[config.mk]
export PLATFORM = sky130hd
export DESIGN_NAME = custom_axi_ip_sched
export DESIGN_NICKNAME = d
export VERILOG_FILES = /design/src/rtl/custom_axi_ip_pkg.sv /design/src/rtl/custom_axi_ip_rr_arb.sv /design/src/rtl/custom_axi_ip_sched.sv
export SDC_FILE = /design/constraint.sdc
export NUM_CORES = 1
export LEC_CHECK = 0
export CORE_ASPECT_RATIO = 0.9
export CORE_MARGIN = 8
export CORE_UTILIZATION = 29
export DETAILED_ROUTE_END_ITERATION = 8
export PLACE_DENSITY_LB_ADDON = 0.25
export SLEW_MARGIN = 5
export SYNTH_ARGS = -nofsm -noshare
export SYNTH_HDL_FRONTEND = slang
export SYNTH_HIERARCHICAL = 1
export SYNTH_SLANG_ARGS = --single-unit
[constraint.sdc]
create_clock -name clk_i -period 3.29 [get_ports clk_i]
set_input_delay 0.4935 -clock clk_i [delete_from_list [all_inputs] [get_ports clk_i]]
set_output_delay 0.4935 -clock clk_i [all_outputs]
set_load 0.01 [all_outputs]
[src/rtl/custom_axi_ip_pkg.sv]
// custom_axi_ip_pkg: shared types for the custom_axi_ip engine and its request scheduler.
//   status_e      - engine status reported on status_out
//   sched_state_e - scheduler FSM states
package custom_axi_ip_pkg;

    typedef enum logic [1:0] {
        IDLE  = 2'd0,
        BUSY  = 2'd1,
        DONE  = 2'd2,
        ERROR = 2'd3
    } status_e;

    typedef enum logic [2:0] {
        S_IDLE,
        S_ISSUE,
        S_WAIT,
        S_COLLECT,
        S_RESP
    } sched_state_e;

endpackage

[src/rtl/custom_axi_ip_rr_arb.sv]
// custom_axi_ip_rr_arb: combinational round-robin arbiter.
//   req_i        - request vector
//   last_grant_i - index granted last; priority starts just above it and wraps
//   gnt_o        - one-hot grant (all zero when no request)
//   idx_o        - index of the granted requester
module custom_axi_ip_rr_arb
    import custom_axi_ip_pkg::*;
#(
    parameter int NUM_REQ = 4,
    parameter int IW      = $clog2(NUM_REQ)
) (
    input  logic [NUM_REQ-1:0] req_i,
    input  logic [IW-1:0]      last_grant_i,
    output logic [NUM_REQ-1:0] gnt_o,
    output logic [IW-1:0]      idx_o
);

    // Walk from lowest to highest priority so the highest-priority
    // requester is the last one written and therefore wins.
    always_comb begin
        logic [IW-1:0] j;
        gnt_o = '0;
        idx_o = '0;
        j     = '0;
        for (int i = NUM_REQ; i >= 1; i--) begin
            j = IW'((int'(last_grant_i) + i) % NUM_REQ);
            if (req_i[j]) begin
                idx_o = j;
                gnt_o = NUM_REQ'(1) << j;
            end
        end
    end

endmodule

[src/rtl/custom_axi_ip_sched.sv]
// custom_axi_ip_sched: round-robin scheduler sharing one custom_axi_ip engine between NUM_REQ requesters.
//   clk_i, rst_ni             - clock, synchronous active-low reset
//   req_valid_i/req_data_i    - per-requester valid and packed operands
//   req_ready_o               - one-hot grant, only in S_IDLE with the engine IDLE
//   rsp_valid_o/id/data/err   - tagged response, held until rsp_ready_i
//   eng_data_o/eng_enable_o   - operand and one-cycle start pulse to the engine
//   eng_status_i/eng_result_i - engine status and result
//   busy_o                    - high whenever the FSM is not in S_IDLE
module custom_axi_ip_sched
    import custom_axi_ip_pkg::*;
#(
    parameter  int NUM_REQ    = 4,
    parameter  int DATA_WIDTH = 32,
    parameter  int TIMEOUT    = 16,
    localparam int IW         = $clog2(NUM_REQ)
) (
    input  logic                          clk_i,
    input  logic                          rst_ni,
    input  logic [NUM_REQ-1:0]            req_valid_i,
    input  logic [NUM_REQ*DATA_WIDTH-1:0] req_data_i,
    output logic [NUM_REQ-1:0]            req_ready_o,
    output logic                          rsp_valid_o,
    output logic [IW-1:0]                 rsp_id_o,
    output logic [DATA_WIDTH-1:0]         rsp_data_o,
    output logic                          rsp_err_o,
    input  logic                          rsp_ready_i,
    output logic [31:0]                   eng_data_o,
    output logic                          eng_enable_o,
    input  status_e                       eng_status_i,
    input  logic [31:0]                   eng_result_i,
    output logic                          busy_o
);

    localparam int CW = $clog2(TIMEOUT);

    sched_state_e            state_q;
    logic [IW-1:0]           last_q;
    logic [IW-1:0]           id_q;
    logic [IW-1:0]           win_idx;
    logic [NUM_REQ-1:0]      win_gnt;
    logic [DATA_WIDTH-1:0]   win_data;
    logic [DATA_WIDTH-1:0]   opnd_q;
    logic [DATA_WIDTH-1:0]   rsp_data_q;
    logic [CW-1:0]           cnt_q;
    logic                    en_q;
    logic                    err_q;
    logic                    rsp_valid_q;
    logic                    can_grant;
    logic                    accept;

    custom_axi_ip_rr_arb #(
        .NUM_REQ (NUM_REQ),
        .IW      (IW)
    ) u_arb (
        .req_i        (req_valid_i),
        .last_grant_i (last_q),
        .gnt_o        (win_gnt),
        .idx_o        (win_idx)
    );

    always_comb begin
        win_data = '0;
        for (int k = 0; k < NUM_REQ; k++) begin
            win_data = (win_idx == IW'(k)) ? req_data_i[k*DATA_WIDTH +: DATA_WIDTH] : win_data;
        end
    end

    // The engine may still be finishing a timed-out job, so grants wait for IDLE.
    assign can_grant    = rst_ni && state_q == S_IDLE && eng_status_i == IDLE;
    assign req_ready_o  = can_grant ? win_gnt : '0;
    assign accept       = |(req_valid_i & req_ready_o);

    assign eng_data_o   = opnd_q;
    assign eng_enable_o = en_q;
    assign rsp_valid_o  = rsp_valid_q;
    assign rsp_id_o     = id_q;
    assign rsp_data_o   = rsp_data_q;
    assign rsp_err_o    = err_q;
    assign busy_o       = state_q != S_IDLE;

    always_ff @(posedge clk_i) begin
        if (!rst_ni) begin
            state_q     <= S_IDLE;
            last_q      <= IW'(NUM_REQ - 1);
            id_q        <= '0;
            opnd_q      <= '0;
            en_q        <= 1'b0;
            cnt_q       <= '0;
            err_q       <= 1'b0;
            rsp_valid_q <= 1'b0;
            rsp_data_q  <= '0;
        end else begin
            en_q <= 1'b0;
            case (state_q)
                S_IDLE: begin
                    if (accept) begin
                        opnd_q  <= win_data;
                        id_q    <= win_idx;
                        last_q  <= win_idx;
                        en_q    <= 1'b1;
                        state_q <= S_ISSUE;
                    end
                end
                S_ISSUE: begin
                    cnt_q   <= '0;
                    state_q <= S_WAIT;
                end
                S_WAIT: begin
                    // Engine status takes precedence over a coincident timeout.
                    if (eng_status_i == DONE) begin
                        state_q <= S_COLLECT;
                    end else if (eng_status_i == ERROR || cnt_q == CW'(TIMEOUT - 1)) begin
                        err_q       <= 1'b1;
                        rsp_data_q  <= '0;
                        rsp_valid_q <= 1'b1;
                        state_q     <= S_RESP;
                    end else begin
                        cnt_q <= cnt_q + 1'b1;
                    end
                end
                S_COLLECT: begin
                    rsp_data_q  <= eng_result_i;
                    err_q       <= 1'b0;
                    rsp_valid_q <= 1'b1;
                    state_q     <= S_RESP;
                end
                S_RESP: begin
                    if (rsp_ready_i) begin
                        rsp_valid_q <= 1'b0;
                        err_q       <= 1'b0;
                        state_q     <= S_IDLE;
                    end
                end
                default: state_q <= S_IDLE;
            endcase
        end
    end

endmodule

Word level (Yosys, flattened, before mapping)
Cells that the tools add are included.
{"block": "op_classes", "n_bitwise": 1, "shift": 4, "n_eq_ne": 16, "magnitude_cmp": 4, "n_mux": 38, "reduce_logical": 17, "n_addsub": 5}
{"operator": "$mux 32", "n": 6}
{"operator": "$pmux 32 s2", "n": 1}
{"operator": "$mux 4", "n": 7}
{"operator": "$shl 1x2->4 const A", "n": 4}
{"operator": "$pmux 3 s5", "n": 1}
{"operator": "$lt 2x3->1 const B", "n": 4}
{"operator": "$mux 3", "n": 4}
{"operator": "$ne 2x2->1 const B", "n": 5}
{"operator": "$reduce_and 3->1", "n": 3}
{"operator": "$bmux 1 s2", "n": 4}
{"operator": "$eq 2x2->1 const B", "n": 4}
{"operator": "$mux 1", "n": 8}
{"operator": "$mux 2", "n": 4}
{"operator": "$pmux 4 s2", "n": 1}
{"operator": "$eq 3x2->1 const B", "n": 2}
{"operator": "$pmux 1 s3", "n": 2}
{"operator": "$reduce_bool 3->1", "n": 2}
{"operator": "$add 2x1->2 const B", "n": 2}
{"operator": "$add 2x2->2 const B", "n": 2}
{"operator": "$add 4x1->4 const B", "n": 1}
{"operator": "$and 4x4->4", "n": 1}
{"operator": "$eq 4x4->1 const B", "n": 1}
{"operator": "$logic_not 2->1", "n": 2}
{"operator": "$reduce_and 2->1", "n": 2}
{"operator": "10 further kinds", "n": 12}
{"block": "totals", "input_bits": 169, "register_bits": 78, "output_inout_bits": 74}

Longest topological paths before layout
{"block": "depth", "word_depth": 12, "mapped_depth": 13}

Modules after synthesis
The synthesis kept the hierarchy.
{"module": "custom_axi_ip_sched", "cells_per_inst": 397, "n_inst": 1, "seq_area_each_um2": 1561.5, "area_each_um2": 3933.8}
{"module": "custom_axi_ip_rr_arb", "cells_per_inst": 60, "n_inst": 1, "seq_area_each_um2": 0.0, "area_each_um2": 467.9}

Worst setup path after synthesis
Ideal clock, no wire load.
{"block": "synth_timing", "kind": "register -> register", "from": "reg last_q[0]", "to": "reg opnd_q[4] (netlist: eng_data_o[4])", "path_stages_with_launch": 13, "period_less_slack_ns": 3.279, "path_slack_ns": 0.011, "setup_ns": 0.120, "arrival_ns": 3.159, "t_required_ns": 3.170, "path_cell_list": "dfxtp_1 -> buf_2 -> inv_1 -> ha_1 -> buf_2 -> mux4_2 -> a21oi_1 -> o221a_2 -> buf_2 -> buf_4 -> mux4_2 -> inv_1 -> mux2i_1"}
{"block": "synth_via", "elab_chain_cells": 12}
{"element": "start, declared", "line": "custom_axi_ip_sched.sv:37", "rtl": "logic [IW-1:0] last_q;"}
{"element": "start signal, assigned", "line": "custom_axi_ip_sched.sv:84", "rtl": "last_q <= IW'(NUM_REQ - 1);"}
{"element": "start signal, assigned", "line": "custom_axi_ip_sched.sv:99", "rtl": "last_q <= win_idx;"}
{"element": "$add 2x1->2", "line": "custom_axi_ip_rr_arb.sv:26", "rtl": "j = IW'((int'(last_grant_i) + i) % NUM_REQ);"}
{"element": "$bmux 1 s2", "line": "custom_axi_ip_rr_arb.sv:27", "rtl": "if (req_i[j]) begin"}
{"element": "$mux 1 (not written as such)", "line": "custom_axi_ip_rr_arb.sv:27"}
{"element": "$mux 2 (3 in a row)", "line": "custom_axi_ip_rr_arb.sv:27"}
{"element": "$mux 2 *", "line": "custom_axi_ip_rr_arb.sv:27"}
{"element": "net win_idx[0]", "line": "custom_axi_ip_sched.sv:39", "rtl": "logic [IW-1:0] win_idx;"}
{"element": "$logic_not 2->1", "line": "custom_axi_ip_sched.sv:64", "rtl": "win_data = (win_idx == IW'(k)) ? req_data_i[k*DATA_WIDTH +: DATA_WIDTH] : win_data;"}
{"element": "$mux 32 (3 in a row)", "line": "custom_axi_ip_sched.sv:64"}
{"element": "$mux 32 *", "line": "custom_axi_ip_sched.sv:64"}
{"element": "end signal, assigned", "line": "custom_axi_ip_sched.sv:97", "rtl": "opnd_q <= win_data;"}
{"element": "end, declared", "line": "custom_axi_ip_sched.sv:42", "rtl": "logic [DATA_WIDTH-1:0] opnd_q;"}
The timed path passes the listed nets; every way through them passes the cells marked *. The select of a mux whose other input is x is not followed.
A chain may end at the register's enable or synchronous reset.

Worst setup path after layout
{"block": "layout_timing", "from": "reg last_q[0]", "to": "out req_ready_o[2]"}
{"block": "layout_via", "elab_chain_cells": 8}
{"element": "$add 2x1->2", "line": "custom_axi_ip_rr_arb.sv:26"}
{"element": "$bmux 1 s2", "line": "custom_axi_ip_rr_arb.sv:27"}
{"element": "$mux 1 (not written as such)", "line": "custom_axi_ip_rr_arb.sv:27"}
{"element": "$mux 4 (3 in a row)", "line": "custom_axi_ip_rr_arb.sv:27"}
{"element": "$mux 4 *", "line": "custom_axi_ip_rr_arb.sv:27"}
{"element": "net win_gnt[2]", "line": "custom_axi_ip_sched.sv:40", "rtl": "logic [NUM_REQ-1:0] win_gnt;"}
{"element": "$mux 4 *", "line": "custom_axi_ip_sched.sv:70", "rtl": "assign req_ready_o = can_grant ? win_gnt : '0;"}
{"element": "end, declared", "line": "custom_axi_ip_sched.sv:21", "rtl": "output logic [NUM_REQ-1:0] req_ready_o,"}
Marked as above.

==> run summary <==
Top FF cell, synth = dfxtp_1
Global placement routability congestion = 0.841
Seq/Total Area, Yosys = 35.5%
Initial Utilization = 29.8%
Fin Setup TNS = 0 ns
# placed instances = 876
Max Cap Viol = 0
Clock latency on the worst-skew pair = 0.33 ns
Post-Synth Simple-Gate Area = 14.2%
Syn_nets = 633
Post-route antenna net violation count = 0
GR Overflow Total = 0
Pin count of the biggest net entering global routing = 104
Grt met2 use = 26.4%
Final Critical Period = 3.22 ns
Drt first pass iters = 4
WS Path Type = flop to output port
Final Core Density = 50.1%
Gr busiest metal = met2
Multiplexer share of the synthesized area = 26.8%
Combinational share of power = 27.9%
Reg2reg path depth = 11
CP Buf/Inv Count = 3
Async SR Flop Fraction = 0%
Filler instances = 1,312
RSZ-0062 raised after global routing = no
Multi-input logic area = 0.00250 sq mm
Clock power share = 36.4%
Top post-synthesis cells by area = dfxtp_1 (35%), mux4_2 (18%), nand2_1 (8.8%)
Netlist cell types = 53
Post-Synth Adder-Cell Area = 1.99%
Crit path required time = 2.80 ns
First-pass GRT wire length = 24,000 um
Share of power burned in registers = 35.7%
CTS tree = yes
Worst-path cell chain = buf_8 -> mux4_2 -> buf_4 -> nand2_1 -> o21ai_0 -> o31a_1 -> and3_2 -> clkdlybuf4s50_1
Vias in the first global route = 4,683
Ant. Diodes = 0
Vias = 4,364
Syn Inst Count = 457
Fin cells = 896
Switching fraction of total power = 24.7%
Largest delay share family, worst path = buffers and inverters
IO Count = 243
Die width = 146 um
Crit path DAT = 2.73 ns
Clk slew on worst S/H paths = 0.06 ns
FP Rows = 42
Crit path from = last_q[0]
Status = completed
VDD IR max = 0.307 mV
Peak Freq = 310 MHz
Synthesized flop and latch total = 78
Critical path depth in cells = 8
Clock Skew = 0.00884 ns
Worst-margin pin slew = 1.09 ns
Routed len/inst = 17.1 um
Area grow syn2layout = 68.2%
GRT Total Usage = 15.2%
Vias per cell = 4.87
Port bufs = 242
Hold crit path type = flop to flop
EDFF count, synth = 0
Power per cell area = 382 mW/mm^2
Post-synthesis compound-gate area fraction = 12.4%
Iter 0 DRT Violations = 149
Post-Syn Area = 0.00440 sq mm
Fin. Hold Viols = 0
Final Setup Violations = 0
Grt met1 use = 15.9%
Final nets = 871
Max Buffers Root-to-Sink = 2
Most common cell in the netlist = nand2_1
Register-to-register setup slack = 0.24 ns
Crit Path Max Fanout = 17
Reg2reg start = last_q[1]
Met3 usage = 7.60%
Post-Route WL = 15,300 um
Startpoint Class = flop
Syn Area/Cell = 9.63 sq um
Crit end category = output port
Pint = 2130 uW
Core area = 0.0148 sq mm
Slew margin rel. = 27.4%
Reg-to-Reg End = eng_data_o[24]
Net Switching = 698 uW
Post-DP HPWL = 11,800 um
Synth Warn # = 6
Min Hold Slack = 0.453 ns
Max-slew violations = 0
Largest family of logic cells by synthesized area = multiplexers
Crit-path slowest cell = mux4_2
Htree depth = 3
Clock Sinks = 78
Layout cell share with drive strength beyond 1 = 13.8%
Max incr delay on CP = 0.54 ns
Die Ht = 133 um
Initial antenna violation count = 0
Die Area = 0.0194 sq mm
Post-synthesis xor/xnor area fraction = 0%
DRC Markers = 0
Cell taking the most area after synthesis = dfxtp_1
Critical path destination = req_ready_o[2]
Clk root buf = clkbuf_16
Synth top area share = 35.5%
Cts bufs inserted = 9
List of most frequent post-synthesis cells = nand2_1 (103), dfxtp_1 (78), inv_1 (43), mux2i_1 (37), mux4_2 (35)
Leak = 0.00306 uW
Final Cycle Share = 97.9%
Register Area = 0.00156 sq mm
-- how the worst min path moves through the flow --
stage | to | slack, ns | cells past startpoint | from
floorplan | cnt_q[3] | 0.47 | 2 | cnt_q[3]
global placement | eng_data_o[18] | 0.44 | 2 | eng_data_o[18]
detailed placement | rsp_id_o[0] | 0.46 | 2 | rsp_id_o[0]
CTS | rsp_id_o[0] | 0.46 | 2 | rsp_id_o[0]
global route | eng_data_o[28] | 0.47 | 2 | eng_data_o[28]
finish | rsp_id_o[0] | 0.45 | 2 | rsp_id_o[0]
-- per-stage QoR --
| step | area, sq um | power [uW] | setup WS [ns] |
|---|---|---|---|
| 2_1_floorplan | 4400 | 1430 | 0.0109 |
| 5_1_grt | 7400 | 2960 | 0.00638 |
| 3_5_place_dp | 6980 | 1800 | -0.136 |
| 3_3_place_gp | 6980 | 1780 | -0.0132 |
| 6_report | 7400 | 2820 | 0.0677 |
| 4_1_cts | 7360 | 2870 | 0.00203 |
-- layer usage --
layer	vias to the layer above	wire, um
met4	0	193
met2	194	7480
met1	2058	6010
li1	2096	-
met5	-	0
met3	16	1640
-- tightest hold or removal path, delay by kind of cell (launching register included) --
family           cells  cell delay (ns)
DFF                  1             0.30
and+or+nand+nor      1             0.05
muxes                1             0.05
-- kinds of logic (layout without fill, tap and decap cells) --
group | count (synthesis) | after routing
flops | 78 | 78
fa+ha+maj | 7 | 7
compound gates | 80 | 80
mux | 74 | 74
simple gates | 139 | 139
buf+inv | 79 | 320
-- power groups by stage --
stage | sequential [uW] | combinational, uW | clock [uW]
5_1_grt | 1010 | 847 | 1100
3_5_place_dp | 1030 | 775 | 0
4_1_cts | 1010 | 792 | 1070
6_report | 1010 | 789 | 1030
3_3_place_gp | 1030 | 757 | 0
2_1_floorplan | 1040 | 386 | 0
-- flip-flops by register name, indices dropped and copies added, names as in the netlist, 2 cells and up --
| register | count |
|---|---|
| rsp_data_o | 32 |
| eng_data_o | 32 |
| last_q | 2 |
| state_q | 3 |
| rsp_id_o | 2 |
| cnt_q | 4 |
-- cell type report --
type | count | area share, %
timing repair buffer | 262 | 35.4
multi-input combinational | 300 | 33.8
sequential | 78 | 21.1
tap | 198 | 3.35
clock buffer | 10 | 3.09
inverter | 44 | 2.23
clock inverter | 4 | 0.997
-- cells in the final DEF, fill, tap and decap left out, types with 6 or more instances in the layout --
master / n
clkdlybuf4s50_1: 234
nand2_1: 103
dfxtp_1: 78
inv_1: 42
mux2i_1: 37
mux4_2: 35
o22ai_1: 32
buf_4: 16
a21oi_1: 10
clkbuf_16: 9
nor2_1: 7
nand3_1: 6
ha_1: 6
-- timing repair --
action,in CTS,in global routing
resized for setup,17,9
hold buffers,0,0
setup endpoints to repair,4,1
buffers inserted,3,3
pin swaps,4,2
(Power assumes the default switching activity.)
